--- src/rtl/accum_mc_if.sv ---
// accum_mc_if: request/response bundle for the multi-channel accumulator.
// It carries the configuration inputs, the tagged request stream and the
// shared result stream. The accumulator connects to the slave modport and
// the producer/consumer side connects to the master modport.
interface accum_mc_if #(
   parameter int p_width = 16,
   parameter int p_nchan = 4,
   parameter int p_max_n = 16
);
   localparam int cw = (p_nchan > 1) ? $clog2(p_nchan) : 1;
   localparam int nw = $clog2(p_max_n + 1);

   logic [nw-1:0]      cfg_n;
   logic [1:0]         cfg_mode;
   logic               req_val;
   logic               req_rdy;
   logic [cw-1:0]      req_chan;
   logic [p_width-1:0] req_msg;
   logic               resp_val;
   logic               resp_rdy;
   logic [cw-1:0]      resp_chan;
   logic [p_width-1:0] resp_msg;

   modport master (
      output cfg_n, cfg_mode, req_val, req_chan, req_msg, resp_rdy,
      input  req_rdy, resp_val, resp_chan, resp_msg
   );

   modport slave (
      input  cfg_n, cfg_mode, req_val, req_chan, req_msg, resp_rdy,
      output req_rdy, resp_val, resp_chan, resp_msg
   );
endinterface

--- src/rtl/accum_mc.sv ---
// accum_mc: multi-channel, mode-configurable accumulator.
// Each of p_nchan channels folds cfg_n tagged messages into one result
// (sum / unsigned max / unsigned min / xor). Completed results leave through
// a single round-robin arbitrated response port. A response and a new
// request to the same channel may complete in the same cycle, so a channel
// holding a result can restart without a bubble.
// Optional build macro: ACCUM_MC_SATURATE_EN makes the sum mode saturate at
// all-ones instead of wrapping.
module accum_mc #(
   parameter int p_width = 16,
   parameter int p_nchan = 4,
   parameter int p_max_n = 16
) (
   input logic        clk,
   input logic        reset,
   accum_mc_if.slave  bus
);
   localparam int cw = (p_nchan > 1) ? $clog2(p_nchan) : 1;
   localparam int nw = $clog2(p_max_n + 1);

   logic [nw-1:0]      cnt_q  [p_nchan];
   logic [p_width-1:0] acc_q  [p_nchan];
   logic [p_nchan-1:0] done_q;
   logic [cw-1:0]      last_q;
   logic               hold_q;
   logic [cw-1:0]      hold_chan_q;
   logic [nw-1:0]      n_sh_q;
   logic [1:0]         mode_sh_q;

   logic [cw-1:0]      grant;
   logic               resp_val_i;
   logic               resp_go;
   logic               req_rdy_i;
   logic               req_go;
   logic               chan_ok;
   logic               all_idle;

   // 0 means one message per set; anything above p_max_n is clamped
   function automatic logic [nw-1:0] clamp_n(input logic [nw-1:0] n);
      if (n == '0) return nw'(1);
      if (int'(n) > p_max_n) return nw'(p_max_n);
      return n;
   endfunction

   function automatic logic [p_width-1:0] add_op(input logic [p_width-1:0] a,
                                                 input logic [p_width-1:0] b);
`ifdef ACCUM_MC_SATURATE_EN
      logic [p_width:0] s;
      s = {1'b0, a} + {1'b0, b};
      return s[p_width] ? '1 : s[p_width-1:0];
`else
      return a + b;
`endif
   endfunction

   function automatic logic [p_width-1:0] combine(input logic [1:0]         mode,
                                                  input logic [p_width-1:0] a,
                                                  input logic [p_width-1:0] b);
      case (mode)
         2'd0:    return add_op(a, b);
         2'd1:    return (a >= b) ? a : b;
         2'd2:    return (a <= b) ? a : b;
         default: return a ^ b;
      endcase
   endfunction

   // first done channel strictly after the last grant, wrapping around
   function automatic logic [cw-1:0] rr_pick(input logic [p_nchan-1:0] d,
                                             input logic [cw-1:0]      last);
      logic [cw-1:0] pick;
      logic [cw-1:0] idx;
      logic          found;
      pick  = '0;
      found = 1'b0;
      for (int i = 1; i <= p_nchan; i++) begin
         idx = cw'((int'(last) + i) % p_nchan);
         if (!found && d[idx]) begin
            pick  = idx;
            found = 1'b1;
         end
      end
      return pick;
   endfunction

   // response selection and handshake qualification
   always_comb begin
      grant      = hold_q ? hold_chan_q : rr_pick(done_q, last_q);
      resp_val_i = ~reset & (|done_q);
      resp_go    = resp_val_i & bus.resp_rdy;
      chan_ok    = int'(bus.req_chan) < p_nchan;
      req_rdy_i  = ~reset & chan_ok &
                   (~done_q[bus.req_chan] | (resp_go & (grant == bus.req_chan)));
      req_go     = bus.req_val & req_rdy_i;
      all_idle   = 1'b1;
      for (int c = 0; c < p_nchan; c++) begin
         if ((cnt_q[c] != '0) || done_q[c]) all_idle = 1'b0;
      end
   end

   assign bus.req_rdy   = req_rdy_i;
   assign bus.resp_val  = resp_val_i;
   assign bus.resp_chan = resp_val_i ? grant : '0;
   assign bus.resp_msg  = resp_val_i ? acc_q[grant] : '0;

   // per-channel count / accumulate / done bookkeeping
   always_ff @(posedge clk) begin
      if (reset) begin
         for (int c = 0; c < p_nchan; c++) begin
            cnt_q[c] <= '0;
            acc_q[c] <= '0;
         end
         done_q <= '0;
      end else begin
         for (int c = 0; c < p_nchan; c++) begin
            if (req_go && (int'(bus.req_chan) == c)) begin
               // cnt is 0 both for a fresh set and for a bypass restart
               acc_q[c] <= (cnt_q[c] == '0) ? bus.req_msg
                                            : combine(mode_sh_q, acc_q[c], bus.req_msg);
               if (cnt_q[c] == n_sh_q - 1'b1) begin
                  done_q[c] <= 1'b1;
                  cnt_q[c]  <= '0;
               end else begin
                  done_q[c] <= 1'b0;
                  cnt_q[c]  <= cnt_q[c] + 1'b1;
               end
            end else if (resp_go && (int'(grant) == c)) begin
               done_q[c] <= 1'b0;
            end
         end
      end
   end

   // round-robin pointer and grant hold while the consumer stalls
   always_ff @(posedge clk) begin
      if (reset) begin
         last_q      <= cw'(p_nchan - 1);
         hold_q      <= 1'b0;
         hold_chan_q <= '0;
      end else begin
         if (resp_go) last_q <= grant;
         hold_q      <= resp_val_i & ~bus.resp_rdy;
         hold_chan_q <= grant;
      end
   end

   // configuration shadows follow the inputs only while fully idle
   always_ff @(posedge clk) begin
      if (reset) begin
         n_sh_q    <= nw'(1);
         mode_sh_q <= 2'd0;
      end else if (all_idle && !req_go) begin
         n_sh_q    <= clamp_n(bus.cfg_n);
         mode_sh_q <= bus.cfg_mode;
      end
   end
endmodule

--- src/flat_wrapper.sv ---
// flat-port wrapper written by rule: the top's interface ports become plain ports
module accum_mc_flat 
#(
   parameter int p_width = 16,
   parameter int p_nchan = 4,
   parameter int p_max_n = 16
)
  (clk, reset, bus_cfg_n, bus_cfg_mode, bus_req_val, bus_req_chan, bus_req_msg, bus_resp_rdy, bus_req_rdy, bus_resp_val, bus_resp_chan, bus_resp_msg);
  accum_mc_if #(.p_width(p_width), .p_nchan(p_nchan), .p_max_n(p_max_n)) bus_i ();
  input logic clk;
  input logic reset;
  input wire logic [$bits(bus_i.cfg_n)-1:0] bus_cfg_n;
  input wire logic [$bits(bus_i.cfg_mode)-1:0] bus_cfg_mode;
  input wire logic [$bits(bus_i.req_val)-1:0] bus_req_val;
  input wire logic [$bits(bus_i.req_chan)-1:0] bus_req_chan;
  input wire logic [$bits(bus_i.req_msg)-1:0] bus_req_msg;
  input wire logic [$bits(bus_i.resp_rdy)-1:0] bus_resp_rdy;
  output wire logic [$bits(bus_i.req_rdy)-1:0] bus_req_rdy;
  output wire logic [$bits(bus_i.resp_val)-1:0] bus_resp_val;
  output wire logic [$bits(bus_i.resp_chan)-1:0] bus_resp_chan;
  output wire logic [$bits(bus_i.resp_msg)-1:0] bus_resp_msg;
  assign bus_i.cfg_n = bus_cfg_n;
  assign bus_i.cfg_mode = bus_cfg_mode;
  assign bus_i.req_val = bus_req_val;
  assign bus_i.req_chan = bus_req_chan;
  assign bus_i.req_msg = bus_req_msg;
  assign bus_i.resp_rdy = bus_resp_rdy;
  assign bus_req_rdy = bus_i.req_rdy;
  assign bus_resp_val = bus_i.resp_val;
  assign bus_resp_chan = bus_i.resp_chan;
  assign bus_resp_msg = bus_i.resp_msg;
  accum_mc #(.p_width(p_width), .p_nchan(p_nchan), .p_max_n(p_max_n)) u_core (.clk(clk), .reset(reset), .bus(bus_i));
endmodule
--- config.mk ---
export PLATFORM = sky130hd
export DESIGN_NAME = accum_mc_flat
export DESIGN_NICKNAME = d
export VERILOG_FILES = /design/src/rtl/accum_mc_if.sv /design/src/rtl/accum_mc.sv /design/src/flat_wrapper.sv
export SDC_FILE = /design/constraint.sdc
export NUM_CORES = 1
export LEC_CHECK = 0
export CAP_MARGIN = 30
export CORE_MARGIN = 3
export CORE_UTILIZATION = 60
export CTS_CLUSTER_SIZE = 20
export DETAILED_ROUTE_END_ITERATION = 10
export PLACE_DENSITY = 0.79
export SYNTH_ARGS = -nofsm -noshare
export SYNTH_HDL_FRONTEND = slang
export SYNTH_SLANG_ARGS = --single-unit
--- constraint.sdc ---
create_clock -name clk -period 3.8 [get_ports clk]
set_clock_uncertainty 0.05 [all_clocks]
set_input_delay 0.76 -clock clk [delete_from_list [all_inputs] [get_ports clk]]
set_output_delay 0.76 -clock clk [all_outputs]
set_load 0.1 [all_outputs]
==> impl_metrics.yaml, run 1 <==
route:
  num_vias: 11215
  wl_per_cell_um: 22.2
  routed.top_layer: "met4"
  postRouteAntennaNets: 0
  drt_iter0_markers: 1667
  wl_met3_um: 4760
  dr.pass1.iters: 8
  wl_met1_um: 15200
  routed_wl_um: 37000
  drc: 0
  viasPerCell: 6.74
  routed-wl-met2_um: 16100
cells_and_area:
  drive_above_1_share_pct: 16.0
  diodes: 0
  final_cells: 1663
  finalNetCount: 1603
  fin_util_pct: 74.8
  syn_to_final_growth_pct: 20.2
power_and_ir_drop:
  power_frac_clock_pct: 26.3
  p_leak_uw: 0.00573
  totalPowerFinal_uw: 3680
  vdd_ir_drop_max_v: 0.000220
  p_switching_uw: 1380
  intPower_uw: 2310
  power_frac_comb_pct: 37.9
  power.density_nw_per_um2: 280
  sw_frac_of_total_pct: 37.4
  seqPwrFrac_pct: 35.8
logic_synthesis:
  yosys_warnings: 0
  postSynthAreaPerCell_um2: 8.33
  syn-num-nets: 1485
  yosys-top-cells-area: "edfxtp_1 23%, ha_1 16%, nor2_1 4.8%"
  synth_enable_flop_cells: 84
  synth_area_um2: 11000
  synth_commonest_cells: "141 x nor2_1, 137 x ha_1, 101 x a21oi_1"
  ys_seq_area_share_pct: 26.0
  async_flop_share_pct: 0
  ys_types: 75
  ys_ff_latch: 100
  synthCells: 1315
  synth_area_leader_cell: "edfxtp_1"
  synth.most_common_cell: "nor2_1"
  synth_flop_cell: "edfxtp_1"
  synth_top_area_share_pct: 23.0
critical_path:
  critPathRequiredTime_ns: 2.99
  crit_type: "reg -> out"
  ff2ff_setup_slack_ns: 0.55
  cp_slowest_cell: "dfxtp_1"
  reg2reg_depth: 9
  worstSetupStartpointType: "register"
  end_kind: "output pin"
  arrival_ns: 2.91
  rr_endpoint: "u_core.acc_q[2][14]"
  crit_top_cell: "buf_12"
  worstPathCellList: "nor3b_1 -> a21oi_1 -> o41a_1 -> nand2_2 -> buf_12 -> mux2_2 -> nor2_1 -> a211oi_4 -> buf_12"
  critPathMaxStageDelay_ns: 0.50
  crit_path_start: "u_core.done_q[0]"
  worstPathMaxFanout: 39
  reg2reg_from: "u_core.done_q[0]"
min_path:
  hold_path_depth: 2
  hold_start: "u_core.n_sh_q[3]"
  min_to: "u_core.n_sh_q[3]"
  min_path_type: "reg -> reg"
timing:
  hold_viol: 0
  setup_viol: 0
  slew-limit-headroom_pct: 37.8
  worst_pin_slew_ns: 0.928
  fmax_ghz: 0.269
  min_period_ns: 3.72
  fin_crit_sh_pct: 97.9
  slew_viol_final: 0
  rsz0062_at_grt: "no"
clock_network:
  ctsHoldBuffers: 0
  clock-root-buffer: "clkbuf_16"
  path_clk_slew_ns: 0.08
  numCtsBuffers: 9
  clock_sinks: 100
  cts_tree: "yes"
  clock_latency_ns: 0.37
  htree_num_levels: 3
  clock_path_buffers: 2
floorplan:
  die_h_um: 141
  rows: 48
  die_w_um: 141
  die_area_um2: 19900
  start_util_pct: 62.2
  ios: 49
  core_um2: 17600
job:
  cap_viol_max_count: 0
place:
  io_buffer_count: 48
  dp_hpwl_um: 27500
  placed_cells: 1647
  gp_congestion: 0.993
run_status:
  status: "completed"
global_route:
  track_usage_pct: 36.3
  grt_max_degree: 42
  grt-ovfl-total: 0
  antenna_found_initial: 0
  grt_pass1_vias: 10778
  grt_pass1_wl_um: 57200
critical path: cells and delay by family, from the launching register on:
family / cells / cell delay, ns
mux: 1 / 0.38
flops: 1 / 0.50
simple gates: 3 / 0.65
buf+inv: 2 / 0.45
compound gates: 3 / 0.54
flip-flops by register name, summed over array words and instances (netlist names):
| signal | count |
|---|---|
| u_core.hold_chan_q | 2 |
| u_core.last_q | 2 |
| u_core.cnt_q | 20 |
| u_core.mode_sh_q | 2 |
| u_core.hold_q | 1 |
| u_core.n_sh_q | 5 |
| u_core.done_q | 4 |
| u_core.acc_q | 64 |
area by class of cell:
type                    instances  area, um^2
multi-input cells            1057        7700
well taps                     225         282
fillers                      1277        4440
clock inverters                 7        63.8
inverters                      89         334
repair buffers                176        1710
clock buffers                   9         225
flip-flops and latches        100        2840
per-layer routing:
layer / GRT usage, % / vias to the layer above
li1: - / 5126
met1: 51.3 / 5274
met2: 56.1 / 714
met3: 7.80 / 101
met4: 10.7 / 0
met5: 0 / -
stage by stage:
step	instance area, um^2	hold slack (ns)	TNS (ns)	worst slack [ns]
after floorplan	11100	0.409	-0.699	-0.0753
after global placement	12800	0.426	-2.52	-0.290
after detailed placement	12800	0.455	-6.84	-0.280
after CTS	13100	0.465	0	0.107
after global routing	13200	0.493	0	0.00175
final	13200	0.459	0	0.0803
how the worst max path moves through the flow:
stage                                      to  depth (start not counted)  slack, ns
final                        bus_resp_msg[14]                          9       0.08
after global routing         bus_resp_msg[15]                          7      0.002
after global placement    u_core.acc_q[3][14]                         13      -0.29
after floorplan              bus_resp_msg[15]                          9      -0.08
after CTS                 u_core.acc_q[3][14]                         13       0.11
after detailed placement  u_core.acc_q[3][14]                         13      -0.28
cell usage in the layout (no fill, tap or decap), drive strengths merged, types with 16 or more instances in the layout:
cell	n
o21bai	17
inv	91
ha	137
clkdlybuf4s50	27
nand2b	21
a221oi	18
a21oi	101
dfxtp	16
nor2	141
edfxtp	84
nand3	39
o21ai	72
buf	148
xnor2	18
xor2	19
mux2i	42
nand2	87
nor3	32
mux2	20
nor2b	22
a211oi	41
power by group through the flow:
stage / sequential (uW) / combinational (uW) / clock, uW
2_1_floorplan: 1310 / 889 / 0
3_3_place_gp: 1330 / 1310 / 0
3_5_place_dp: 1340 / 1350 / 0
4_1_cts: 1310 / 1360 / 966
5_1_grt: 1320 / 1500 / 1010
6_report: 1320 / 1400 / 969
what timing repair did:
item,in CTS,in global routing
resized for setup,0,6
setup endpoints to repair,0,11
setup buffers,0,0
kinds of logic after synthesis:
| family | share of synthesized area (%) |
|---|---|
| xor+xnor | 2.96 |
| flops | 26.0 |
| fa+ha+maj | 16.4 |
| simple gates | 18.6 |
| mux | 6.10 |
| compound gates | 24.4 |
| buf+inv | 5.59 |
(Power assumes the default switching activity.)
==> run 2, diff against run 1 <==
- CORE_ASPECT_RATIO: not set -> 1.1
==> impl_metrics.yaml, run 2 (synthesized netlist as in run 1, its figures left out) <==
run_status:
  status: "completed"
global_route:
  grt_pass1_wl_um: 54400
  grt_pass1_vias: 10365
  track_usage_pct: 34.7
  antenna_found_initial: 0
  grt_max_degree: 42
  grt-ovfl-total: 0
floorplan:
  die_w_um: 135
  start_util_pct: 61.5
  die_h_um: 148
  ios: 49
  rows: 51
  core_um2: 17800
  die_area_um2: 19900
power_and_ir_drop:
  seqPwrFrac_pct: 35.8
  p_leak_uw: 0.00575
  vdd_ir_drop_max_v: 0.000232
  power_frac_clock_pct: 26.5
  sw_frac_of_total_pct: 37.1
  power_frac_comb_pct: 37.7
  p_switching_uw: 1370
  intPower_uw: 2320
  power.density_nw_per_um2: 278
cells_and_area:
  drive_above_1_share_pct: 16.8
  syn_to_final_growth_pct: 21.0
  diodes: 0
  fin_util_pct: 74.5
  layout_common_cells: "140 x nor2_1, 136 x ha_1, 121 x buf_4"
  layout.cells.most_common: "nor2_1"
  regMostFlops: "u_core.acc_q"
  fillers: 1323
  reg.largest.list: "u_core.acc_q (64), u_core.cnt_q (20), u_core.n_sh_q (5)"
  largest_register_ffs: 64
  finalNetCount: 1603
clock_network:
  clock-root-buffer: "clkbuf_16"
  clock_sinks: 100
  clock_latency_ns: 0.37
  cts_tree: "yes"
  clock_path_buffers: 2
  ctsHoldBuffers: 0
  numCtsBuffers: 9
  path_clk_slew_ns: 0.08
  htree_num_levels: 3
route:
  wl_per_cell_um: 20.9
  postRouteAntennaNets: 0
  drt_iter0_markers: 1357
  routed_wl_um: 35000
  viasPerCell: 6.65
  drc: 0
  dr.pass1.iters: 6
  num_vias: 11140
critical_path:
  critPathRequiredTime_ns: 2.99
  arrival_ns: 2.86
  worstPathMaxFanout: 34
  reg2reg_depth: 11
  worstSetupStartpointType: "register"
  crit_type: "reg -> out"
  end_kind: "output pin"
timing:
  min_period_ns: 3.67
  fin_ws_ns: 0.129
  fin_setup_tns_ns: 0
  slew_viol_final: 0
  worst_pin_slew_ns: 0.720
  fin_crit_sh_pct: 96.6
  hold_viol: 0
  setup_viol: 0
  rsz0062_at_grt: "no"
  slew-limit-headroom_pct: 52.0
  fmax_ghz: 0.272
  holdWs_ns: 0.446
min_path:
  min_path_type: "reg -> reg"
  hold_path_depth: 2
place:
  place_ws_ns: -0.371
  dp_hpwl_um: 26400
  io_buffer_count: 48
  gp_congestion: 0.999
job:
  cap_viol_max_count: 0
## run 2: power groups by stage
stage	Clock, uW	Combinational (uW)	Sequential, uW
4_1_cts	983	1350	1310
2_1_floorplan	0	889	1310
3_3_place_gp	0	1310	1340
3_5_place_dp	0	1340	1340
6_report	978	1390	1320
5_1_grt	1030	1500	1320
## run 2: worst max-delay path, stage by stage (launching register included)
cell	delay (ns)
dfxtp_1	0.48
nor2b_1	0.22
a21oi_1	0.09
o41a_1	0.36
nand2_2	0.18
buf_12	0.26
mux2_2	0.37
nor2_1	0.20
a211oi_2	0.11
buf_12	0.19
## run 2: worst paths after layout
kind | slack, ns | startpoint | end
worst max-delay path | 0.13 | u_core.done_q[1] | bus_resp_msg[5]
worst max register to register | 0.72 | u_core.acc_q[3][0] | u_core.acc_q[3][14]
worst min register to register | 0.45 | u_core.n_sh_q[1] | u_core.n_sh_q[1]
worst min-delay path | 0.45 | u_core.n_sh_q[1] | u_core.n_sh_q[1]
## run 2: repair_timing
item	CTS	global route
buffers inserted	0	1
endpoints found under the setup margin	0	41
resized for setup	0	17
## run 2: metrics by stage
step                power, uW  area [um^2]  instances
global placement         2640        12900       1659
global route             3860        13300       1676
floorplan                2200        11100       1315
CTS                      3650        13200       1675
detailed placement       2680        12900       1659
finish                   3690        13300       1676
## run 2: layout make-up
| type | instances | area [um^2] | area share (%) |
|---|---|---|---|
| multi-input combinational | 1057 | 7750 | 58.5 |
| sequential | 100 | 2840 | 21.5 |
| timing repair buffer | 176 | 1720 | 13.0 |
| inverter | 89 | 334 | 2.52 |
| tap | 238 | 298 | 2.25 |
| clock buffer | 9 | 225 | 1.70 |
| clock inverter | 7 | 80.1 | 0.604 |
## run 2: metal layers
metal	global-route usage (%)	routed length [um]
met2	54.1	15700
met5	0	0
met1	48.5	14100
met3	5.28	3930
met4	13.5	1300
